<file path="config.mk">
export PLATFORM = sky130hd
export DESIGN_NAME = dsd_word_serializer_flat
export DESIGN_NICKNAME = d
export VERILOG_FILES = /design/src/rtl/dsd_word_serializer_if.sv /design/src/rtl/dsd_word_serializer.sv /design/src/flat_wrapper.sv
export SDC_FILE = /design/constraint.sdc
export NUM_CORES = 1
export LEC_CHECK = 0
export CAP_MARGIN = 20
export CORE_ASPECT_RATIO = 1.4
export CORE_MARGIN = 5
export CORE_UTILIZATION = 25
export CTS_BUF_LIST = sky130_fd_sc_hd__clkbuf_4 sky130_fd_sc_hd__clkbuf_8 sky130_fd_sc_hd__clkbuf_16
export CTS_CLUSTER_DIAMETER = 100
export DETAILED_ROUTE_END_ITERATION = 8
export GPL_TIMING_DRIVEN = 0
export SETUP_SLACK_MARGIN = 0.5
export SYNTH_ARGS = -nofsm -noshare
export SYNTH_HDL_FRONTEND = slang
export SYNTH_SLANG_ARGS = --single-unit
export TNS_END_PERCENT = 20
</file>
<file path="constraint.sdc">
create_clock -name ACLK -period 5.3 [get_ports ACLK]
set_clock_uncertainty 0.1 [all_clocks]
set_input_delay 1.06 -clock ACLK [delete_from_list [all_inputs] [get_ports ACLK]]
set_output_delay 1.06 -clock ACLK [all_outputs]
set_load 0.01 [all_outputs]
</file>
<file path="src/rtl/dsd_word_serializer_if.sv">
// Word handshake between the ping-pong DSD buffer (master) and the serializer (slave).
// The master issues din/din_valid strobes and watches the registered wready.
interface dsd_word_serializer_if;
  logic [15:0] din;
  logic        din_valid;
  logic        wready;

  modport master (output din, output din_valid, input wready);
  modport slave  (input din, input din_valid, output wready);
endinterface

</file>
<file path="src/rtl/dsd_word_serializer.sv">
// DSD word serializer: 2-entry holding queue, programmable bit-clock divider and
// MSB-first shifter. Emits the SILENCE pattern when the queue runs dry while enabled.
module dsd_word_serializer #(
  parameter int unsigned DIV_W   = 8,
  parameter logic [15:0] SILENCE = 16'h6969
) (
  input  logic                 ACLK,
  input  logic                 ARST,
  dsd_word_serializer_if.slave bus,
  input  logic                 enable_i,
  input  logic [DIV_W-1:0]     rate_div_i,
  output logic                 dsd_bit_o,
  output logic                 dsd_bclk_o,
  output logic                 underrun_o,
  output logic                 overflow_o,
  output logic                 busy_o
);

  typedef enum logic [1:0] {
    ST_IDLE  = 2'd0,
    ST_LOAD  = 2'd1,
    ST_SHIFT = 2'd2
  } state_e;

  localparam logic [15:0] SIL_W = SILENCE;

  state_e           state_q, state_d;
  logic [15:0]      mem_q [2];
  logic             rd_ptr_q, rd_ptr_d;
  logic             wr_ptr_q, wr_ptr_d;
  logic [1:0]       count_q, count_d;
  logic             wready_q, wready_d;
  logic [DIV_W-1:0] div_cnt_q, div_cnt_d;
  logic [DIV_W-1:0] rate_q, rate_d;
  logic             bclk_q, bclk_d;
  logic             bit_q, bit_d;
  logic [15:0]      shreg_q, shreg_d;
  logic [3:0]       bit_cnt_q, bit_cnt_d;
  logic             underrun_q, underrun_d;
  logic             overflow_q, overflow_d;
  logic             busy_q;
  logic             wr_en_s;
  logic             pop_s;
  logic             tick_s;
  logic [15:0]      head_s;

  assign head_s = mem_q[rd_ptr_q];
  assign tick_s = (div_cnt_q == rate_q);

  // Queue bookkeeping: accept while not full, drop and flag when full, track occupancy.
  always_comb begin
    wr_en_s    = bus.din_valid && (count_q != 2'd2);
    overflow_d = overflow_q;
    if (bus.din_valid && (count_q == 2'd2)) begin
      overflow_d = 1'b1;
    end else begin
      overflow_d = overflow_q;
    end
    wr_ptr_d = wr_en_s ? ~wr_ptr_q : wr_ptr_q;
    rd_ptr_d = pop_s ? ~rd_ptr_q : rd_ptr_q;
    count_d  = count_q + {1'b0, wr_en_s} - {1'b0, pop_s};
    wready_d = (count_d == 2'd0);
  end

  // Serializer FSM next state: divider, bit clock, shifter and word reload.
  always_comb begin
    state_d    = state_q;
    div_cnt_d  = div_cnt_q;
    rate_d     = rate_q;
    bclk_d     = bclk_q;
    bit_d      = bit_q;
    shreg_d    = shreg_q;
    bit_cnt_d  = bit_cnt_q;
    underrun_d = underrun_q;
    pop_s      = 1'b0;
    case (state_q)
      ST_IDLE: begin
        bclk_d    = 1'b0;
        bit_d     = 1'b0;
        div_cnt_d = '0;
        rate_d    = rate_div_i;
        if (enable_i && (count_q != 2'd0)) begin
          state_d = ST_LOAD;
        end else begin
          state_d = ST_IDLE;
        end
      end
      ST_LOAD: begin
        // Bit 15 goes on the line now; the first half period starts afresh.
        shreg_d   = head_s;
        bit_d     = head_s[15];
        pop_s     = 1'b1;
        bit_cnt_d = 4'd0;
        div_cnt_d = '0;
        rate_d    = rate_div_i;
        state_d   = ST_SHIFT;
      end
      ST_SHIFT: begin
        if (tick_s) begin
          div_cnt_d = '0;
          rate_d    = rate_div_i;
          bclk_d    = ~bclk_q;
          if (bclk_q) begin
            // Falling tick: present the next bit, or start the next word.
            if (bit_cnt_q == 4'd15) begin
              bit_cnt_d = 4'd0;
              if (!enable_i) begin
                state_d = ST_IDLE;
                bclk_d  = 1'b0;
                bit_d   = 1'b0;
              end else if (count_q != 2'd0) begin
                shreg_d = head_s;
                bit_d   = head_s[15];
                pop_s   = 1'b1;
              end else begin
                shreg_d    = SIL_W;
                bit_d      = SIL_W[15];
                underrun_d = 1'b1;
              end
            end else begin
              bit_d     = shreg_q[14];
              shreg_d   = {shreg_q[14:0], 1'b0};
              bit_cnt_d = bit_cnt_q + 4'd1;
            end
          end else begin
            bit_d = bit_q;
          end
        end else begin
          div_cnt_d = div_cnt_q + DIV_W'(1);
        end
      end
      default: begin
        state_d = ST_IDLE;
        bclk_d  = 1'b0;
        bit_d   = 1'b0;
      end
    endcase
  end

  // State and datapath registers with synchronous reset that also flushes the queue.
  always_ff @(posedge ACLK) begin
    if (ARST) begin
      state_q    <= ST_IDLE;
      mem_q[0]   <= 16'h0000;
      mem_q[1]   <= 16'h0000;
      rd_ptr_q   <= 1'b0;
      wr_ptr_q   <= 1'b0;
      count_q    <= 2'd0;
      wready_q   <= 1'b0;
      div_cnt_q  <= '0;
      rate_q     <= '0;
      bclk_q     <= 1'b0;
      bit_q      <= 1'b0;
      shreg_q    <= 16'h0000;
      bit_cnt_q  <= 4'd0;
      underrun_q <= 1'b0;
      overflow_q <= 1'b0;
      busy_q     <= 1'b0;
    end else begin
      state_q <= state_d;
      if (wr_en_s) begin
        mem_q[wr_ptr_q] <= bus.din;
      end
      rd_ptr_q   <= rd_ptr_d;
      wr_ptr_q   <= wr_ptr_d;
      count_q    <= count_d;
      wready_q   <= wready_d;
      div_cnt_q  <= div_cnt_d;
      rate_q     <= rate_d;
      bclk_q     <= bclk_d;
      bit_q      <= bit_d;
      shreg_q    <= shreg_d;
      bit_cnt_q  <= bit_cnt_d;
      underrun_q <= underrun_d;
      overflow_q <= overflow_d;
      busy_q     <= (state_d != ST_IDLE);
    end
  end

  assign bus.wready = wready_q;
  assign dsd_bit_o  = bit_q;
  assign dsd_bclk_o = bclk_q;
  assign underrun_o = underrun_q;
  assign overflow_o = overflow_q;
  assign busy_o     = busy_q;

endmodule

</file>
<file path="src/flat_wrapper.sv">
// flat-port wrapper written by rule: the top's interface ports become plain ports
module dsd_word_serializer_flat 
#(
  parameter int unsigned DIV_W   = 8,
  parameter logic [15:0] SILENCE = 16'h6969
)
  (ACLK, ARST, enable_i, rate_div_i, dsd_bit_o, dsd_bclk_o, underrun_o, overflow_o, busy_o, bus_din, bus_din_valid, bus_wready);
  dsd_word_serializer_if bus_i ();
  input  logic ACLK;
  input  logic ARST;
  input  logic enable_i;
  input  logic [DIV_W-1:0] rate_div_i;
  output logic dsd_bit_o;
  output logic dsd_bclk_o;
  output logic underrun_o;
  output logic overflow_o;
  output logic busy_o;
  input wire logic [$bits(bus_i.din)-1:0] bus_din;
  input wire logic [$bits(bus_i.din_valid)-1:0] bus_din_valid;
  output wire logic [$bits(bus_i.wready)-1:0] bus_wready;
  assign bus_i.din = bus_din;
  assign bus_i.din_valid = bus_din_valid;
  assign bus_wready = bus_i.wready;
  dsd_word_serializer #(.DIV_W(DIV_W), .SILENCE(SILENCE)) u_core (.ACLK(ACLK), .ARST(ARST), .bus(bus_i), .enable_i(enable_i), .rate_div_i(rate_div_i), .dsd_bit_o(dsd_bit_o), .dsd_bclk_o(dsd_bclk_o), .underrun_o(underrun_o), .overflow_o(overflow_o), .busy_o(busy_o));
endmodule
</file>
==> flow_summary_export.csv, run 1 <==
group,metric,value,unit
placed_design,place_ws,1830,ps
cells_and_area,drive_gt1_frac,0.113,
synthesis,synth_area_per_cell,10.4,um2
floorplanning,die_x,115,um
timing,rsz0062_at_grt,"false",
routing,drt-total-wl,8650,um
global_route,grt_pass1_wl,14200,um
clocking,clock_path_buffers,2,
clocking,clkLatencyLatePin,340,ps
floorplanning,coreArea,0.0155,mm2
cells_and_area,final_common_cell,"dfxtp_1",
placed_design,dpl.hpwl,6410,um
timing,post-route-period-util,0.597,
timing,slew_violations,0,
power_and_ir_drop,fin_total_pwr,1.56,mW
power_and_ir_drop,p_int,1.15,mW
min_path,hold_start,"u_core.rate_q[6]",
synthesis,synth_seq_cells,80,
timing,worst_pin_slew,922,ps
flow_run,drv_cap,0,
clocking,clockRootBuffer,"clkbuf_16",
routing,remaining_drc_errors,0,
clocking,cts_tree,"yes",
routing,drt_iter0_markers,120,
cells_and_area,layout_common_cells,"dfxtp_1 (48), and2_1 (35), clkdlybuf4s50_1 (33), edfxtp_1 (32), nand2_1 (26)",
synthesis,syn_area,0.00389,mm2
timing,fmax,316,MHz
floorplanning,die_area,0.0182,mm2
setup_path,critPathKind,"input pin to register",
clocking,cts-resized-gates,0,
global_route,grt_start_max_net_pins,17,
setup_path,worstPathRequired,5450,ps
min_path,hold_path_class,"register to register",
setup_path,end_kind,"register",
timing,setup_slack,2140,ps
power_and_ir_drop,switching_share,0.260,
synthesis,yosysWarnings,0,
setup_path,crit_path_top_delay_cell,"clkdlybuf4s50_1",
synthesis,synth_cells,375,
timing,period_needed,3160,ps
timing,setup_violations,0,
global_route,overflow,0,
routing,via_per_inst,4.52,
global_route,antenna_found_initial,0,
setup_path,worstPathCellList,"clkdlybuf4s50_1 -> nand2_1 -> nor4_1 -> a32o_1 -> ha_1 -> inv_1 -> ha_1 -> xnor2_1 -> xnor2_1 -> nor3b_1",
clocking,holdBufCountCts,0,
power_and_ir_drop,p_leak,1.74,nW
placed_design,portBuffers,33,
clocking,clkSlewWorstSetupHoldPaths,60,ps
global_route,track_usage,0.0989,
routing,ant_nets,0,
setup_path,cp.arrival,3310,ps
timing,slew_headroom,0.385,
setup_path,critPathMaxStageDelay,630,ps
synthesis,yosysSeqAreaShare,0.494,
routing,wl_per_cell,14.0,um
run_status,outcome,"completed",
power_and_ir_drop,p_comb_frac,0.126,
placed_design,postPlaceCellArea,0.00447,mm2
power_and_ir_drop,ir_worst_vdd,0.000172,V
cells_and_area,diodes,0,
global_route,grt_pass1_vias,2902,
power_and_ir_drop,p_switching,406,uW
synthesis,synth_edf_count,32,
clocking,cts.sinks,80,
power_and_ir_drop,seqPwrFrac,0.455,
timing,setup-tns-final,0,ps
cells_and_area,nets,456,
timing,hold_violations,0,
synthesis,ys.flop_type,"dfxtp_1",
synthesis,synthArstFlopShare,0,
setup_path,reg2reg_from,"u_core.state_q[0]",
clocking,cts_max_level,3,
power_and_ir_drop,clkPwrFrac,0.418,
floorplanning,io_pins,34,
routing,num_vias,2804,
clocking,postCtsSetupBuffers,0,
cells_and_area,syn2layout_area_growth,22.9,%
synthesis,syn_nets,412,
synthesis,yosys.cell_types.count,50,
cells_and_area,nFillCells,1554,
setup_path,start_kind,"input pin",
setup_path,startpoint,"enable_i",
setup_path,rrSetupSlack,2600,ps
clocking,cts_buffers,9,
setup_path,crit_fanout,7,
routing,firstDrtPassIters,5,
floorplanning,rows,54,
floorplanning,die_y,158,um
cells_and_area,fin_area,0.00478,mm2
timing,whs,372,ps
floorplanning,start_util,0.251,
placed_design,place.gp.congestion,0.796,
power_and_ir_drop,p_per_area,326,mW/mm2
==> stage by stage <==
stage	cells	util
floorplan	375	-
CTS	620	0.309
detailed placement	604	0.289
global placement	604	0.289
global route	620	0.309
finish	620	0.309
==> flip-flops by register name (all words and copies together) (netlist names), named ones only <==
signal,count
u_core.busy_o,1
u_core.rd_ptr_q,1
u_core.rate_q,8
u_core.dsd_bclk_o,1
u_core.dsd_bit_o,1
u_core.mem_q,32
u_core.overflow_o,1
u_core.bus.wready,1
u_core.count_q,2
u_core.shreg_q,15
u_core.div_cnt_q,8
u_core.underrun_o,1
u_core.state_q,2
u_core.wr_ptr_q,1
u_core.bit_cnt_q,4
==> synth_stat cells (2+ instances only) <==
master    count  area share
nor2b_1      14       0.023
nor3_1       19       0.024
nand4_1       4      0.0064
dfxtp_1      48        0.25
buf_4         2      0.0039
nand2b_1      2      0.0032
a211oi_1      8       0.015
buf_2         5      0.0064
mux2i_1      24       0.062
a211oi_2      7       0.023
a21oi_1      11       0.014
buf_6         3      0.0087
nand3_1      14       0.018
xor2_1        4      0.0090
and4_1        2      0.0045
ha_1          9       0.029
edfxtp_1     32        0.25
a31oi_1       4      0.0064
and3_1        6      0.0097
nor2_2        4      0.0064
o21ai_0      10       0.013
nand2_1      26       0.025
nand4b_1      2      0.0045
xnor2_1      16       0.036
o211ai_1      2      0.0039
clkbuf_1     13       0.013
inv_1         8      0.0077
and2_1       35       0.056
nor2_1       20       0.019
==> cell type report <==
cell class	instances	area, um2	area share
buffer	24	126	0.0264
clock buffer	9	225	0.0471
clock inverter	7	86.3	0.0181
inverter	8	30.0	0.00628
multi-input combinational	263	1820	0.380
sequential	80	1920	0.402
tap	196	245	0.0513
timing repair buffer	33	330	0.0691
==> path summary, 6_finish.rpt <==
check | to | depth (start not counted)
min reg2reg | u_core.rate_q[6] | 2
max reg2reg | u_core.bus.wready | 11
max | u_core.bus.wready | 10
min | u_core.rate_q[6] | 2
==> per-layer routing <==
| layer | GRT usage | vias to the layer above | share of wire | wire [um] |
|---|---|---|---|---|
| met4 | 0.0459 | 0 | 0.022 | 186 |
| met2 | 0.180 | 41 | 0.52 | 4510 |
| met1 | 0.111 | 1340 | 0.43 | 3760 |
| li1 | - | 1413 | - | - |
| met3 | 0.0176 | 10 | 0.022 | 189 |
| met5 | 0 | - | 0 | 0 |
==> power by group through the flow <==
stage,clock network [mW],registers [mW],logic [mW]
after floorplan,0,0.719,0.132
after global placement,0,0.722,0.195
after detailed placement,0,0.723,0.199
after CTS,0.660,0.710,0.200
after global routing,0.686,0.715,0.219
final,0.653,0.710,0.197
==> critical path: cells and delay by family <==
| kind | cells | cell delay (ps) |
|---|---|---|
| AND/OR/NAND/NOR | 3 | 600 |
| XOR/XNOR | 2 | 290 |
| AO/OA/AOI/OAI | 1 | 270 |
| buffers and inverters | 2 | 690 |
| adder cells (fa/ha/maj) | 2 | 400 |
==> kinds of logic after synthesis <==
logic type / after synthesis / synth area share
AOI/OAI and AO/OA: 52 / 0.103
xor gates and xnor gates: 20 / 0.0450
adders and majority gates: 9 / 0.0289
buffers and inverters: 32 / 0.0402
DFF: 80 / 0.494
muxes: 25 / 0.0647
and+or+nand+nor: 157 / 0.224
Note: power is estimated with default switching activity, not from simulation.
==> inputs of run 2 (changes only) <==
Clock period 5.3 ns to 3.2 ns, I/O delays scaled along.
==> run 2 against run 1 <==
- flip-flop and latch count is the same
- die area did not move
- routed wire length is 0.16% higher
- final area up 0.18%
- global-route usage did not move
- clock-buffer cell count unchanged
- worst hold slack stayed put
- combinational power is 66% higher
- critical endpoint unchanged
- core utilization is 0.057 points higher
- cell count stayed put
==> flow_summary_export.csv, run 2 (synthesized netlist as in run 1, its figures left out) <==
group,metric,value,unit
routing,firstDrtPassIters,5,
cells_and_area,drive_gt1_frac,0.123,
floorplanning,coreArea,0.0155,mm2
cells_and_area,diodes,0,
clocking,postCtsSetupBuffers,0,
min_path,hold_path_class,"register to register",
clocking,holdBufCountCts,0,
routing,remaining_drc_errors,0,
floorplanning,die_x,115,um
timing,rsz0062_at_grt,"false",
cells_and_area,fin_area,0.00479,mm2
setup_path,worstPathCellList,"inv_1 -> ha_2 -> nand2_1 -> nor4_1 -> a32o_2 -> ha_1 -> inv_1 -> ha_1 -> xnor2_1 -> xnor2_1 -> nor3b_2",
timing,setup-tns-final,0,ps
setup_path,cp.arrival,2680,ps
clocking,clock_path_buffers,2,
setup_path,critPathKind,"register to register",
power_and_ir_drop,fin_total_pwr,2.59,mW
clocking,clkLatencyLatePin,340,ps
placed_design,postPlaceCellArea,0.00447,mm2
setup_path,end_kind,"register",
routing,num_vias,2805,
setup_path,critPathTopFamily,"adder cells",
global_route,grt_start_max_net_pins,17,
power_and_ir_drop,p_int,1.91,mW
clocking,cts_buffers,9,
cells_and_area,multiInputGateArea,0.00182,mm2
floorplanning,rows,54,
setup_path,cp_num_buf_inv,2,
cells_and_area,reg_top3,"u_core.mem_q (32), u_core.shreg_q (15)",
floorplanning,start_util,0.251,
timing,whs,372,ps
run_status,outcome,"completed",
routing,ant_nets,0,
power_and_ir_drop,p_switching,675,uW
power_and_ir_drop,switching_share,0.261,
timing,hold_violations,0,
power_and_ir_drop,p_comb_frac,0.127,
cells_and_area,syn2layout_area_growth,23.1,%
placed_design,place.gp.congestion,0.796,
clocking,clkSlewWorstSetupHoldPaths,70,ps
floorplanning,io_pins,34,
placed_design,portBuffers,33,
global_route,overflow,0,
timing,fmax,397,MHz
clocking,cts.sinks,80,
cells_and_area,nFillCells,1553,
power_and_ir_drop,p_per_area,540,mW/mm2
setup_path,crit_path_top_delay_cell,"ha_2",
cells_and_area,final_common_cell,"dfxtp_1",
global_route,grt_pass1_wl,14200,um
clocking,cts_max_level,3,
timing,setup_violations,0,
setup_path,critPathMaxStageDelay,400,ps
timing,slew_violations,0,
power_and_ir_drop,clkPwrFrac,0.419,
clocking,clockRootBuffer,"clkbuf_16",
power_and_ir_drop,ir_worst_vdd,0.000284,V
power_and_ir_drop,p_leak,1.75,nW
floorplanning,die_area,0.0182,mm2
cells_and_area,nets,456,
routing,wl_per_cell,14.0,um
timing,worst_pin_slew,922,ps
floorplanning,die_y,158,um
setup_path,worstPathRequired,3360,ps
cells_and_area,layout_common_cells,"dfxtp_1 (47), and2_1 (35), clkdlybuf4s50_1 (32), edfxtp_1 (32), nand2_1 (26)",
setup_path,crit_fanout,7,
global_route,grt_pass1_vias,2902,
clocking,cts-resized-gates,2,
cells_and_area,top_register,"u_core.mem_q",
routing,via_per_inst,4.52,
routing,drt_iter0_markers,124,
cells_and_area,seq_area,0.00192,mm2
global_route,track_usage,0.0989,
flow_run,drv_cap,0,
power_and_ir_drop,seqPwrFrac,0.454,
clocking,cts_tree,"yes",
cells_and_area,largest_reg_flops,32,
timing,post-route-period-util,0.786,
timing,slew_headroom,0.385,
placed_design,dpl.hpwl,6410,um
timing,period_needed,2520,ps
routing,drt-total-wl,8660,um
setup_path,start_kind,"register",
global_route,antenna_found_initial,0,
[run 2: cell count changes in the layout (fill, tap and decap cells not counted), sizes merged]
| cell | delta |
|---|---|
| clkdlybuf4s50 | -1 |
| dlygate4sd2 | +1 |
[run 2: per-layer routing]
layer / up-vias / part of all wire / global-route usage / routed length, um
met3: 11 / 0.024 / 0.0176 / 211
met4: 0 / 0.024 / 0.0459 / 204
li1: 1413 / - / - / -
met2: 40 / 0.52 / 0.180 / 4500
met1: 1341 / 0.43 / 0.111 / 3750
met5: - / 0 / 0 / 0
[run 2: final timing paths]
kind / startpoint / to / slack, ps / depth (start not counted)
max: u_core.state_q[1] / u_core.bus.wready / 680 / 11
min: u_core.rate_q[6] / u_core.rate_q[6] / 370 / 2
max reg2reg: u_core.state_q[1] / u_core.bus.wready / 680 / 11
min reg2reg: u_core.rate_q[6] / u_core.rate_q[6] / 370 / 2
[run 2: stage by stage]
stage	setup WS, ps	util	std cells
after floorplan	797	-	375
after global placement	-487	0.289	604
after detailed placement	151	0.289	604
after CTS	588	0.309	620
after global routing	546	0.310	620
final	683	0.310	620
[run 2: power groups by stage]
stage,clock network (mW),registers (mW),logic [mW]
floorplan,0,1.19,0.219
finish,1.08,1.18,0.328
CTS,1.09,1.18,0.331
global placement,0,1.20,0.322
detailed placement,0,1.20,0.330
global route,1.14,1.18,0.365
[run 2: worst register-to-register path, stage by stage, from the launching register on]
cell,delay (ps)
dfxtp_1,390
inv_1,100
ha_2,400
nand2_1,70
nor4_1,180
a32o_2,250
ha_1,240
inv_1,60
ha_1,150
xnor2_1,130
xnor2_1,160
nor3b_2,210
[run 2: area by class of cell]
cell class,count,area share
Buffer,24,0.0264
Clock buffer,9,0.0470
Sequential cell,80,0.402
Timing Repair Buffer,33,0.0687
Clock inverter,7,0.0180
Inverter,8,0.00627
Tap cell,196,0.0512
Multi-Input combinational cell,263,0.381
